### config.mk
export PLATFORM = sky130hd
export DESIGN_NAME = imm_gen_stage
export DESIGN_NICKNAME = d
export VERILOG_FILES = /design/src/rtl/imm_gen_pkg.sv /design/src/rtl/imm_gen_stage_decode.sv /design/src/rtl/imm_gen_stage.sv
export SDC_FILE = /design/constraint.sdc
export NUM_CORES = 1
export LEC_CHECK = 0
export ABC_AREA = 1
export BUFFER_PORTS_ARGS = -buffer_cell sky130_fd_sc_hd__buf_2
export CORE_ASPECT_RATIO = 1.75
export CORE_MARGIN = 3
export CORE_UTILIZATION = 52
export DETAILED_ROUTE_END_ITERATION = 12
export PLACE_DENSITY = 0.77
export SLEW_MARGIN = 20
export SYNTH_ARGS = -nofsm -noshare
export SYNTH_HDL_FRONTEND = slang
export SYNTH_SLANG_ARGS = --single-unit
export TNS_END_PERCENT = 5
### constraint.sdc
create_clock -name Clk_i -period 1.5 [get_ports Clk_i]
set_input_delay 0.075 -clock Clk_i [delete_from_list [all_inputs] [get_ports Clk_i]]
set_output_delay 0.075 -clock Clk_i [all_outputs]
set_load 0.02 [all_outputs]
### src/rtl/imm_gen_pkg.sv
// Shared types for the immediate-generation stage: format codes, opcodes, FIFO entry.
// Latency: n/a (types and constants only).
// Backpressure: n/a.
package imm_gen_pkg;

    typedef enum logic [2:0] {
        FMT_R    = 3'd0,
        FMT_I    = 3'd1,
        FMT_S    = 3'd2,
        FMT_B    = 3'd3,
        FMT_U    = 3'd4,
        FMT_J    = 3'd5,
        FMT_Z    = 3'd6,
        FMT_NONE = 3'd7
    } fmt_e;

    localparam logic [6:0] OP_OP       = 7'b0110011;
    localparam logic [6:0] OP_IMM      = 7'b0010011;
    localparam logic [6:0] OP_LOAD     = 7'b0000011;
    localparam logic [6:0] OP_JALR     = 7'b1100111;
    localparam logic [6:0] OP_MISC_MEM = 7'b0001111;
    localparam logic [6:0] OP_STORE    = 7'b0100011;
    localparam logic [6:0] OP_BRANCH   = 7'b1100011;
    localparam logic [6:0] OP_LUI      = 7'b0110111;
    localparam logic [6:0] OP_AUIPC    = 7'b0010111;
    localparam logic [6:0] OP_JAL      = 7'b1101111;
    localparam logic [6:0] OP_SYSTEM   = 7'b1110011;

    // Entry fields are sized for the widest legal XLEN; narrower builds use the low bits.
    localparam int XLEN_MAX = 64;

    typedef struct packed {
        logic [XLEN_MAX-1:0] imm;
        logic [XLEN_MAX-1:0] pc_target;
        fmt_e                format;
        logic                illegal;
    } imm_entry_t;

    localparam imm_entry_t RESET_ENTRY = '{imm: '0, pc_target: '0, format: FMT_NONE, illegal: 1'b0};

endpackage

### src/rtl/imm_gen_stage_decode.sv
// Combinational opcode-to-format decode and immediate assembly, sign-extended to XLEN.
// Latency: 0 cycles (pure combinational).
// Backpressure: none; no handshake.
// Ports: instruction_i (raw 32b), imm_o (XLEN), format_o (fmt_e), illegal_o.
module imm_decode
    import imm_gen_pkg::*;
#(
    parameter int XLEN = 32
) (
    input  logic [31:0]     instruction_i,
    output logic [XLEN-1:0] imm_o,
    output fmt_e            format_o,
    output logic            illegal_o
);

    logic [31:0] inst;
    logic [31:0] imm32;
    logic [63:0] imm_sext;
    logic        unused_imm_hi;
    fmt_e        fmt;

    assign inst = instruction_i;

    always_comb begin
        fmt       = FMT_NONE;
        illegal_o = 1'b0;
        unique case (inst[6:0])
            OP_OP:                                    fmt = FMT_R;
            OP_IMM, OP_LOAD, OP_JALR, OP_MISC_MEM:    fmt = FMT_I;
            OP_STORE:                                 fmt = FMT_S;
            OP_BRANCH:                                fmt = FMT_B;
            OP_LUI, OP_AUIPC:                         fmt = FMT_U;
            OP_JAL:                                   fmt = FMT_J;
            // funct3[2] separates CSR-immediate forms from register/ECALL forms.
            OP_SYSTEM:                                fmt = inst[14] ? FMT_Z : FMT_I;
            default: begin
                fmt       = FMT_NONE;
                illegal_o = 1'b1;
            end
        endcase
    end

    // All formats fit in 32 bits; bit 31 of imm32 is the sign for the final extension.
    always_comb begin
        imm32 = '0;
        case (fmt)
            FMT_I:   imm32 = {{20{inst[31]}}, inst[31:20]};
            FMT_S:   imm32 = {{20{inst[31]}}, inst[31:25], inst[11:7]};
            FMT_B:   imm32 = {{19{inst[31]}}, inst[31], inst[7], inst[30:25], inst[11:8], 1'b0};
            FMT_U:   imm32 = {inst[31:12], 12'b0};
            FMT_J:   imm32 = {{11{inst[31]}}, inst[31], inst[19:12], inst[20], inst[30:21], 1'b0};
            FMT_Z:   imm32 = {27'b0, inst[19:15]};
            default: imm32 = '0;
        endcase
    end

    assign imm_sext      = {{32{imm32[31]}}, imm32};
    assign imm_o         = imm_sext[XLEN-1:0];
    assign unused_imm_hi = ^imm_sext;
    assign format_o      = fmt;

endmodule

### src/rtl/imm_gen_stage.sv
// Pipelined immediate generator: decode + PC-relative target, buffered in a DEPTH-entry FIFO.
// Latency: 1 cycle from acceptance to head when the FIFO is empty.
// Backpressure: In_ready_o low when full (from registered count only); Flush_i empties FIFO.
// Ports: Clk_i/Rst_ni/Flush_i; In_valid_i/In_ready_o with Instruction_i, Pc_i;
//        Out_valid_o/Out_ready_i with Immediate_o, Format_o, Pc_target_o, Illegal_o.
module imm_gen_stage
    import imm_gen_pkg::*;
#(
    parameter int XLEN  = 32,
    parameter int DEPTH = 2
) (
    input  logic            Clk_i,
    input  logic            Rst_ni,
    input  logic            Flush_i,
    input  logic            In_valid_i,
    output logic            In_ready_o,
    input  logic [31:0]     Instruction_i,
    input  logic [XLEN-1:0] Pc_i,
    output logic            Out_valid_o,
    input  logic            Out_ready_i,
    output logic [XLEN-1:0] Immediate_o,
    output logic [2:0]      Format_o,
    output logic [XLEN-1:0] Pc_target_o,
    output logic            Illegal_o
);

    localparam int PW = $clog2(DEPTH);
    localparam int CW = PW + 1;

    logic [XLEN-1:0] dec_imm;
    fmt_e            dec_fmt;
    logic            dec_illegal;

    imm_decode #(.XLEN(XLEN)) u_decode (
        .instruction_i (Instruction_i),
        .imm_o         (dec_imm),
        .format_o      (dec_fmt),
        .illegal_o     (dec_illegal)
    );

    imm_entry_t      new_entry;
    imm_entry_t      head_entry;
    imm_entry_t      mem_q [DEPTH];
    imm_entry_t      mem_d [DEPTH];
    logic [PW-1:0]   wr_ptr_q, wr_ptr_d;
    logic [PW-1:0]   rd_ptr_q, rd_ptr_d;
    logic [CW-1:0]   count_q,  count_d;
    logic            push, pop;
    logic            unused_entry_hi;

    always_comb begin
        new_entry                     = RESET_ENTRY;
        new_entry.imm[XLEN-1:0]       = dec_imm;
        new_entry.pc_target[XLEN-1:0] = Pc_i + dec_imm;
        new_entry.format              = dec_fmt;
        new_entry.illegal             = dec_illegal;
    end

    assign In_ready_o  = (count_q < CW'(DEPTH));
    assign Out_valid_o = (count_q != '0);
    assign push        = In_valid_i & In_ready_o;
    assign pop         = Out_valid_o & Out_ready_i;

    always_comb begin
        mem_d    = mem_q;
        wr_ptr_d = wr_ptr_q;
        rd_ptr_d = rd_ptr_q;
        count_d  = count_q;
        if (Flush_i) begin
            // Flush beats push and pop; stored data is left in place, only bookkeeping clears.
            wr_ptr_d = '0;
            rd_ptr_d = '0;
            count_d  = '0;
        end else begin
            if (push) begin
                mem_d[wr_ptr_q] = new_entry;
                wr_ptr_d        = wr_ptr_q + 1'b1;
            end
            if (pop) begin
                rd_ptr_d = rd_ptr_q + 1'b1;
            end
            case ({push, pop})
                2'b10:   count_d = count_q + 1'b1;
                2'b01:   count_d = count_q - 1'b1;
                default: count_d = count_q;
            endcase
        end
    end

    always_ff @(posedge Clk_i or negedge Rst_ni) begin
        if (!Rst_ni) begin
            for (int i = 0; i < DEPTH; i++) begin
                mem_q[i] <= RESET_ENTRY;
            end
            wr_ptr_q <= '0;
            rd_ptr_q <= '0;
            count_q  <= '0;
        end else begin
            for (int i = 0; i < DEPTH; i++) begin
                mem_q[i] <= mem_d[i];
            end
            wr_ptr_q <= wr_ptr_d;
            rd_ptr_q <= rd_ptr_d;
            count_q  <= count_d;
        end
    end

    // Storage is reset to zero/FMT_NONE, so the head read shows reset values out of reset.
    assign head_entry      = mem_q[rd_ptr_q];
    assign Immediate_o     = head_entry.imm[XLEN-1:0];
    assign Pc_target_o     = head_entry.pc_target[XLEN-1:0];
    assign Format_o        = head_entry.format;
    assign Illegal_o       = head_entry.illegal;
    assign unused_entry_hi = ^{head_entry.imm, head_entry.pc_target};

endmodule
==> out/results.ini, run 1 <==
[run_status]
status=complete, but fails checks
violations=setup timing

[critical_path]
endpoint=mem_q[32]
critPathLaunch=Instruction_i[0]
required_ns=1.81
cp_num_buf_inv=5
max_stage_delay_ns=0.41
r2r_slack_ns=0.05
crit_chain=buf_2, nand2_8, nor2_4, nand2_4, nand2_1, nor2_1, nand2_2, buf_4, nand4_4, and2_4, buf_12, o211ai_1, ha_1, buf_4, nand2_1, nor2_2, inv_1, nor4_2, nor2_2, nand2_1, nand2_2, nand3_1, nand2_1
arrival_ns=3.22
cp-start-kind=primary input
critPathCaptureType=flop
reg2reg_depth=6
cp_slowest_cell=nor4_2
worstSetupPathType=in2reg
worstReg2RegStart=count_q[1]
crit_top_cell=nand2_1
cp_max_fo=7
cp_top_family=simple AND/OR/NAND/NOR gates
cp_num_cells=23
r2r-end=mem_q[208]

[placed_design]
place_congestion=0.954
dpl_cell_area_sq_um=11100
portBuffers=138
hpwlAfterDp_microns=21400
pre_cts_ws_ns=-1.81

[worst_hold_path]
hp-start=In_valid_i
hold_class=in2reg

[detailed_routing]
finalWirelength_microns=32900
drt_iter0_markers=657
routedWlPerCell_microns=19.2
ant_nets=0
vias_per_cell=5.73
drc=0
routed-via-count=9814
drt_pass1_iterations=5

[power]
p_total_uw=15500
power_density_nw_per_um2=1180
ir_drop_v=0.00113
p_leak_uw=0.00672

[clock_network]
htree_levels=4
numCtsBuffers=17
cts_tree=done
path_clk_slew_ns=0.07
cts.path.max_buffers=2
clock-sinks=140
clk_latency_ns=0.42
cts_root_buf=clkbuf_16

[global_route]
overflow=0
grt_pass1_wl_microns=47000
track_usage=0.338
grt_pass1_vias=9513
grt_max_degree=79
antenna_found_initial=0

[synthesis]
synth_cells=1170
seq_area_frac_synth=0.413
ys_ff_latch=140
ys_top_cells_by_area=dfrtp_1, nand2_1, o21ai_0
syn_area_per_cell_sq_um=7.27
async_reset_ff_frac=1.00
synth_top_area_share=0.394
synthFlopType=dfrtp_1
ys_types=46
synth-compound-area-share=0.148
synth_edf_count=0
synth_xor_xnor_area_share=0.0185
synth_top_family_by_area=simple AND/OR/NAND/NOR gates
synth_nets=1271
ys_warn_count=0
synth.most_common_cell=nand2_1
yosys.area_share.adder=0.0480
synth-simple-area-share=0.306
synthTopCellsByCount=nand2_1, dfrtp_1, o21ai_0
syn_area_sq_um=8510
synth_top_cell_by_area=dfrtp_1
yosys-mux-area-fraction=0

[die]
initial_utilization=0.533
io_pins=139
core_area_sq_um=16000
std_cell_rows=61
dieArea_sq_um=18000
fp.dieW_microns=103
dieHeight_microns=175

[timing]
timing.fmax_mhz=344
finClkSkew_ns=0.00841
period_needed_ns=2.90
worst_slack_ns=-1.40
rsz0062_at_grt=yes
setup_viol=151
tightest_slew_ns=0.435
finalHoldViolCount=0
maxSlewHeadroom=0.707
slew_violations=0
finalCritPeriodShare=1.94

[layout]
fill_cells=960
diodes=0
drive_above_1_share=0.417
nets=1612
area_growth_pct=54.3
fin_area_sq_um=13100

[run]
maxCapViolCount=0

area by class of cell:
class | instances | area (sq um) | share of cell area
Clock buffer | 17 | 425 | 0.0324
Clock inverter | 15 | 175 | 0.0133
Inverter | 96 | 379 | 0.0289
Tap cell | 189 | 236 | 0.0180
Timing Repair Buffer | 369 | 2770 | 0.211
Multi-Input combinational cell | 887 | 5630 | 0.429
Sequential cell | 140 | 3510 | 0.268
metal layers:
layer / global-route usage / wire length [microns] / vias up
li1: - / - / 4473
met1: 0.385 / 11500 / 4654
met2: 0.584 / 16900 / 531
met3: 0.0439 / 2120 / 156
met4: 0.200 / 2390 / 0
met5: 0 / 0 / -
kinds of logic after synthesis:
logic type	after synthesis
AO/OA/AOI/OAI	220
flip-flops	140
XOR/XNOR	18
AND/OR/NAND/NOR	617
buffers and inverters	143
adder cells (fa/ha/maj)	32
cell usage in the layout (no fill, tap or decap), types with 7 or more instances in the layout:
cell	netlist	final
nand3_2	8	15
nor2_1	53	26
dfrtp_1	134	133
nand2_1	458	413
a21oi_4	0	11
inv_1	89	81
buf_12	0	12
inv_2	7	8
o21ai_1	3	33
buf_6	3	20
ha_4	0	21
nand2_2	6	44
nand4_1	10	10
nor2_2	1	14
o21ai_0	132	93
nand3_4	0	7
o21ai_2	4	9
a21oi_2	0	17
ha_1	31	8
nand2_4	3	9
nand3_1	49	35
xnor2_2	0	7
o211ai_1	8	8
clkbuf_16	0	18
nor2_4	5	19
buf_2	0	103
a21oi_1	45	17
buf_4	0	229
power breakdown:
group          switching [uW]  internal [uW]  total, uW
clock                    1880           2520       4390
sequential                586           4960       5550
combinational            3420           2100       5520
flip-flops by register name, indices dropped and copies added, names as in the netlist:
register  flops
wr_ptr_q      1
rd_ptr_q      1
count_q       2
mem_q       136
stage by stage:
stage          instances   util  hold slack [ns]  setup TNS (ns)
3_3_place_gp        1639  0.693           0.0137          -99.30
5_1_grt             1713  0.823            0.110          -88.99
2_1_floorplan       1170      -           -0.221          -59.73
4_1_cts             1691  0.771           0.0643          -64.59
6_report            1713  0.823           0.0801          -75.66
3_5_place_dp        1639  0.693           0.0158         -103.29
worst min path at each step:
stage          depth (start not counted)  slack (ns)    endpoint
4_1_cts                                5        0.06  mem_q[212]
6_report                               4        0.08    wr_ptr_q
2_1_floorplan                          0       -0.22  count_q[0]
5_1_grt                                5        0.11  mem_q[212]
3_3_place_gp                           1        0.01  count_q[1]
3_5_place_dp                           1        0.02  count_q[1]
tightest hold or removal path, delay by kind of cell:
kind                   cells  cell delay [ns]
AOI/OAI and AO/OA          1             0.10
buffers and inverters      2             0.17
and+or+nand+nor            1             0.10
timing repair:
action,in CTS,in global routing
gates resized for setup,129,159
endpoints found under the hold margin,137,0
gates cloned,0,1
hold buffers,3,0
setup endpoints to repair,132,181
pin swaps,45,81
buffers inserted,17,21
Note: power is estimated with default switching activity, not from simulation.
==> run 2: changes to the inputs <==
--- a/config.mk
+++ b/config.mk
@@ -12,6 +12,7 @@
 export CORE_UTILIZATION = 52
 export DETAILED_ROUTE_END_ITERATION = 12
 export PLACE_DENSITY = 0.77
+export RECOVER_POWER = 25
 export SLEW_MARGIN = 20
 export SYNTH_ARGS = -nofsm -noshare
 export SYNTH_HDL_FRONTEND = slang
==> out/results.ini, run 2 (synthesis results as in run 1) <==
[timing]
timing.fmax_mhz=345
rsz0062_at_grt=yes
finalCritPeriodShare=1.93
hold_slack_ns=0.0782
setup_tns_ns=-75.62
period_needed_ns=2.90
maxSlewHeadroom=0.262
finClkSkew_ns=0.00859
slew_violations=0
tightest_slew_ns=1.11
setup_viol=151
worst_slack_ns=-1.40
finalHoldViolCount=0

[power]
ir_drop_v=0.00113
p_total_uw=15500
power_density_nw_per_um2=1180
p_leak_uw=0.00672

[placed_design]
portBuffers=138
hpwlAfterDp_microns=21400
dp.cells=1639
dpl_cell_area_sq_um=11100
place_congestion=0.954

[critical_path]
cp_max_fo=7
endpoint=mem_q[32]
required_ns=1.81
r2r-end=mem_q[208]
cp_num_buf_inv=5
crit_top_cell=nand2_1
cp_num_cells=23
worstReg2RegStart=count_q[1]
cp_top_family=simple AND/OR/NAND/NOR gates
arrival_ns=3.21
cp_slowest_cell=nor4_2
reg2reg_depth=6
worstSetupPathType=in2reg
critPathLaunch=Instruction_i[0]
r2r_slack_ns=0.04
cp-start-kind=primary input
critPathCaptureType=flop
crit_chain=buf_2, nand2_8, nor2_4, nand2_4, nand2_1, nor2_1, nand2_2, buf_4, nand4_4, and2_4, buf_12, o211ai_1, ha_1, buf_4, nand2_1, nor2_2, inv_1, nor4_2, nor2_2, nand2_1, nand2_2, nand3_1, nand2_1
max_stage_delay_ns=0.41

[die]
dieArea_sq_um=18000
core_area_sq_um=16000
std_cell_rows=61
io_pins=139
initial_utilization=0.533
fp.dieW_microns=103
dieHeight_microns=175

[clock_network]
clk_latency_ns=0.42
clock-sinks=140
numCtsBuffers=17
htree_levels=4
cts.path.max_buffers=2
cts_tree=done
path_clk_slew_ns=0.07
cts_root_buf=clkbuf_16

[layout]
final_cell_count_no_fill=1713
fill_cells=962
area_growth_pct=54.1
layout_common_cells=nand2_1, buf_4, dfrtp_1, buf_2, o21ai_0
largest-register=mem_q
nets=1612
reg_top3=mem_q: 136 flops, count_q: 2 flops
diodes=0
largest_register_ffs=136
layout_commonest_cell=nand2_1
fin_area_sq_um=13100
drive_above_1_share=0.417

[run_status]
status=complete, but fails checks
violations=setup timing

[detailed_routing]
drt_iter0_markers=650
vias_per_cell=5.73
drt_pass1_iterations=5
drc=0
routed-via-count=9822
finalWirelength_microns=32800
routedWlPerCell_microns=19.1
ant_nets=0

[global_route]
grt_pass1_vias=9513
track_usage=0.338
grt_pass1_wl_microns=47000
grt_max_degree=79
overflow=0
antenna_found_initial=0

[worst_hold_path]
hp-start=In_valid_i
hold_class=in2reg

[run]
maxCapViolCount=0

-- run 2: per-stage QoR --
stage          utilization  worst slack (ns)
5_1_grt              0.822             -1.56
6_report             0.822             -1.40
3_3_place_gp         0.693             -1.78
4_1_cts              0.771             -1.13
3_5_place_dp         0.693             -1.81
2_1_floorplan            -             -1.11
-- run 2: tightest hold or removal path, stage by stage --
cell and delay (ns):
buf_2 0.08, nand2_2 0.10, inv_1 0.09, o21ai_0 0.10
-- run 2: layout make-up --
type	count	area, sq um	share of cell area
inverters	96	379	0.0289
multi-input cells	887	5630	0.429
clock inverters	15	175	0.0134
flip-flops and latches	140	3510	0.268
repair buffers	369	2750	0.210
well taps	189	236	0.0180
clock buffers	17	425	0.0325
-- run 2: routing by layer --
layer  global-route usage  vias up  part of all wire
li1                     -     4473                 -
met1                0.385     4659              0.35
met2                0.584      529              0.51
met3               0.0439      161             0.062
met4                0.200        0             0.074
met5                    0        -                 0
-- run 2: timing repair --
item,4_1_cts,5_1_grt
setup endpoints to repair,132,181
cloned,0,1
resized for setup,129,159
endpoints found under the hold margin,137,0
pin swaps,45,81
buffers inserted,17,21
hold buffers,3,0
-- run 2: report_power, final --
part / internal (uW) / total, uW / switching (uW)
sequential: 4960 / 5550 / 586
clock: 2520 / 4390 / 1880
combinational: 2100 / 5510 / 3420
-- run 2: worst min-delay path by stage --
stage	to	slack, ns	depth (start not counted)
detailed placement	count_q[1]	0.02	1
CTS	mem_q[212]	0.06	5
global route	mem_q[212]	0.11	5
floorplan	count_q[0]	-0.22	0
global placement	count_q[1]	0.01	1
finish	wr_ptr_q	0.08	4
==> run 3: changes to the inputs <==
--- a/config.mk
+++ b/config.mk
@@ -9,9 +9,9 @@
 export BUFFER_PORTS_ARGS = -buffer_cell sky130_fd_sc_hd__buf_2
 export CORE_ASPECT_RATIO = 1.75
 export CORE_MARGIN = 3
-export CORE_UTILIZATION = 52
+export CORE_UTILIZATION = 57
 export DETAILED_ROUTE_END_ITERATION = 12
-export PLACE_DENSITY = 0.77
+export PLACE_DENSITY_LB_ADDON = 0.12
 export RECOVER_POWER = 25
 export SLEW_MARGIN = 20
 export SYNTH_ARGS = -nofsm -noshare
==> constraint.sdc (replaced) <==
create_clock -name Clk_i -period 3.3 [get_ports Clk_i]
set_input_delay 0.165 -clock Clk_i [delete_from_list [all_inputs] [get_ports Clk_i]]
set_output_delay 0.165 -clock Clk_i [all_outputs]
set_load 0.02 [all_outputs]
==> out/results.ini, run 3 (synthesis results as in run 1) <==
[detailed_routing]
routedWlPerCell_microns=16.2
finalWirelength_microns=25800
vias_per_cell=5.44
drc=0
ant_nets=0
drt_pass1_iterations=5
routed-via-count=8669
drt_iter0_markers=451

[die]
io_pins=139
core_area_sq_um=14500
dieHeight_microns=168
dieArea_sq_um=16500
fp.dieW_microns=98.3
std_cell_rows=58
initial_utilization=0.586

[layout]
largest_register_ffs=136
largest-register=mem_q
final_core_util=0.742
fin_area_sq_um=10800
layout_commonest_cell=nand2_1
reg_top3=mem_q: 136 flops, count_q: 2 flops
nets=1501
drive_above_1_share=0.251
area_growth_pct=26.6
layout_common_cells=nand2_1, buf_2, dfrtp_1, o21ai_0, buf_4

[timing]
rsz0062_at_grt=no
timing.fmax_mhz=334
slew_violations=0
setup_viol=0
maxSlewHeadroom=0.337
tightest_slew_ns=0.995
setup_tns_ns=0
finalHoldViolCount=0
finClkSkew_ns=0.00760
finalCritPeriodShare=0.907
period_needed_ns=2.99

[power]
p_leak_uw=0.00590
p_sw_frac=0.371
clkPwrFrac=0.294
pwr-share-comb=0.323
p_int_uw=4100
ir_drop_v=0.000466
p_sw_uw=2420
p_seq_frac=0.384
power_density_nw_per_um2=606

[global_route]
overflow=0
grt_pass1_wl_microns=42300
grt_pass1_vias=8578
track_usage=0.320
antenna_found_initial=1
grt_max_degree=109

[clock_network]
cts_root_buf=clkbuf_16
cts.path.max_buffers=2
path_clk_slew_ns=0.06
clk_latency_ns=0.42
numCtsBuffers=17
clock-sinks=140
htree_levels=4
cts_tree=done

[placed_design]
portBuffers=138
place_congestion=1.03
hpwlAfterDp_microns=19300
dpl_cell_area_sq_um=10100

[critical_path]
cp_slowest_cell=fa_1
critPathCaptureType=flop
cp_max_fo=5
crit_top_cell=nand2_1
arrival_ns=3.26
required_ns=3.56
max_stage_delay_ns=0.41
cp-start-kind=primary input
worstSetupPathType=in2reg

[run_status]
status=finished, final reports clean

[worst_hold_path]
hold_class=in2reg

[run]
maxCapViolCount=0

[run 3: repair_timing]
action / in CTS / in global routing
hold endpoints to repair: 100 / 0
hold buffers: 1 / 0
endpoints found under the setup margin: 0 / 25
setup buffers: 0 / 1
resized for setup: 0 / 11
[run 3: power by group through the flow]
| stage | Sequential, uW | Combinational, uW | Clock, uW |
|---|---|---|---|
| global route | 2570 | 2350 | 2010 |
| CTS | 2500 | 2130 | 1940 |
| floorplan | 2470 | 1400 | 0 |
| finish | 2500 | 2110 | 1910 |
| detailed placement | 2530 | 2110 | 0 |
| global placement | 2500 | 2080 | 0 |
[run 3: worst paths after layout]
check	slack [ns]	start	end	depth (start not counted)
hold / removal	0.05	Out_ready_i	rd_ptr_q	3
setup reg to reg	1.41	count_q[1]	mem_q[161]	6
min in group asynchronous	0.44	Rst_ni	mem_q[204]	2
setup / recovery	0.31	Instruction_i[4]	mem_q[158]	25
hold reg to reg	0.47	mem_q[6]	mem_q[6]	2
max in group asynchronous	1.98	Rst_ni	mem_q[23]	3
[run 3: per-stage QoR]
stage               instances  power [uW]  setup slack [ns]  hold WS [ns]
floorplan                1170        3860             0.370        -0.131
global placement         1559        4580            -0.127         0.365
detailed placement       1559        4630            -0.221         0.373
CTS                      1592        6570             0.178        0.0394
global route             1594        6930            0.0222        0.0946
finish                   1594        6520             0.306        0.0516
[run 3: area by class of cell]
class	count	area, sq um
diodes	1	2.50
inverters	96	360
flip-flops and latches	140	3510
well taps	180	225
fillers	1205	3750
repair buffers	258	1610
multi-input cells	887	4470
clock buffers	17	425
clock inverters	15	163
[run 3: per-layer routing]
layer  share of wire  vias up  track usage  wire length, microns
li1                -     4251            -                     -
met1            0.38     4044        0.373                  9810
met2            0.52      303        0.571                 13500
met3           0.051       71       0.0454                  1330
met4           0.047        0        0.154                  1210
met5               0        -            0                     0
[run 3: critical path: cells and delay by family]
family	cells	cell delay, ns
AO/OA/AOI/OAI	5	0.88
adder cells (fa/ha/maj)	2	0.70
buffers and inverters	4	0.32
AND/OR/NAND/NOR	14	1.19
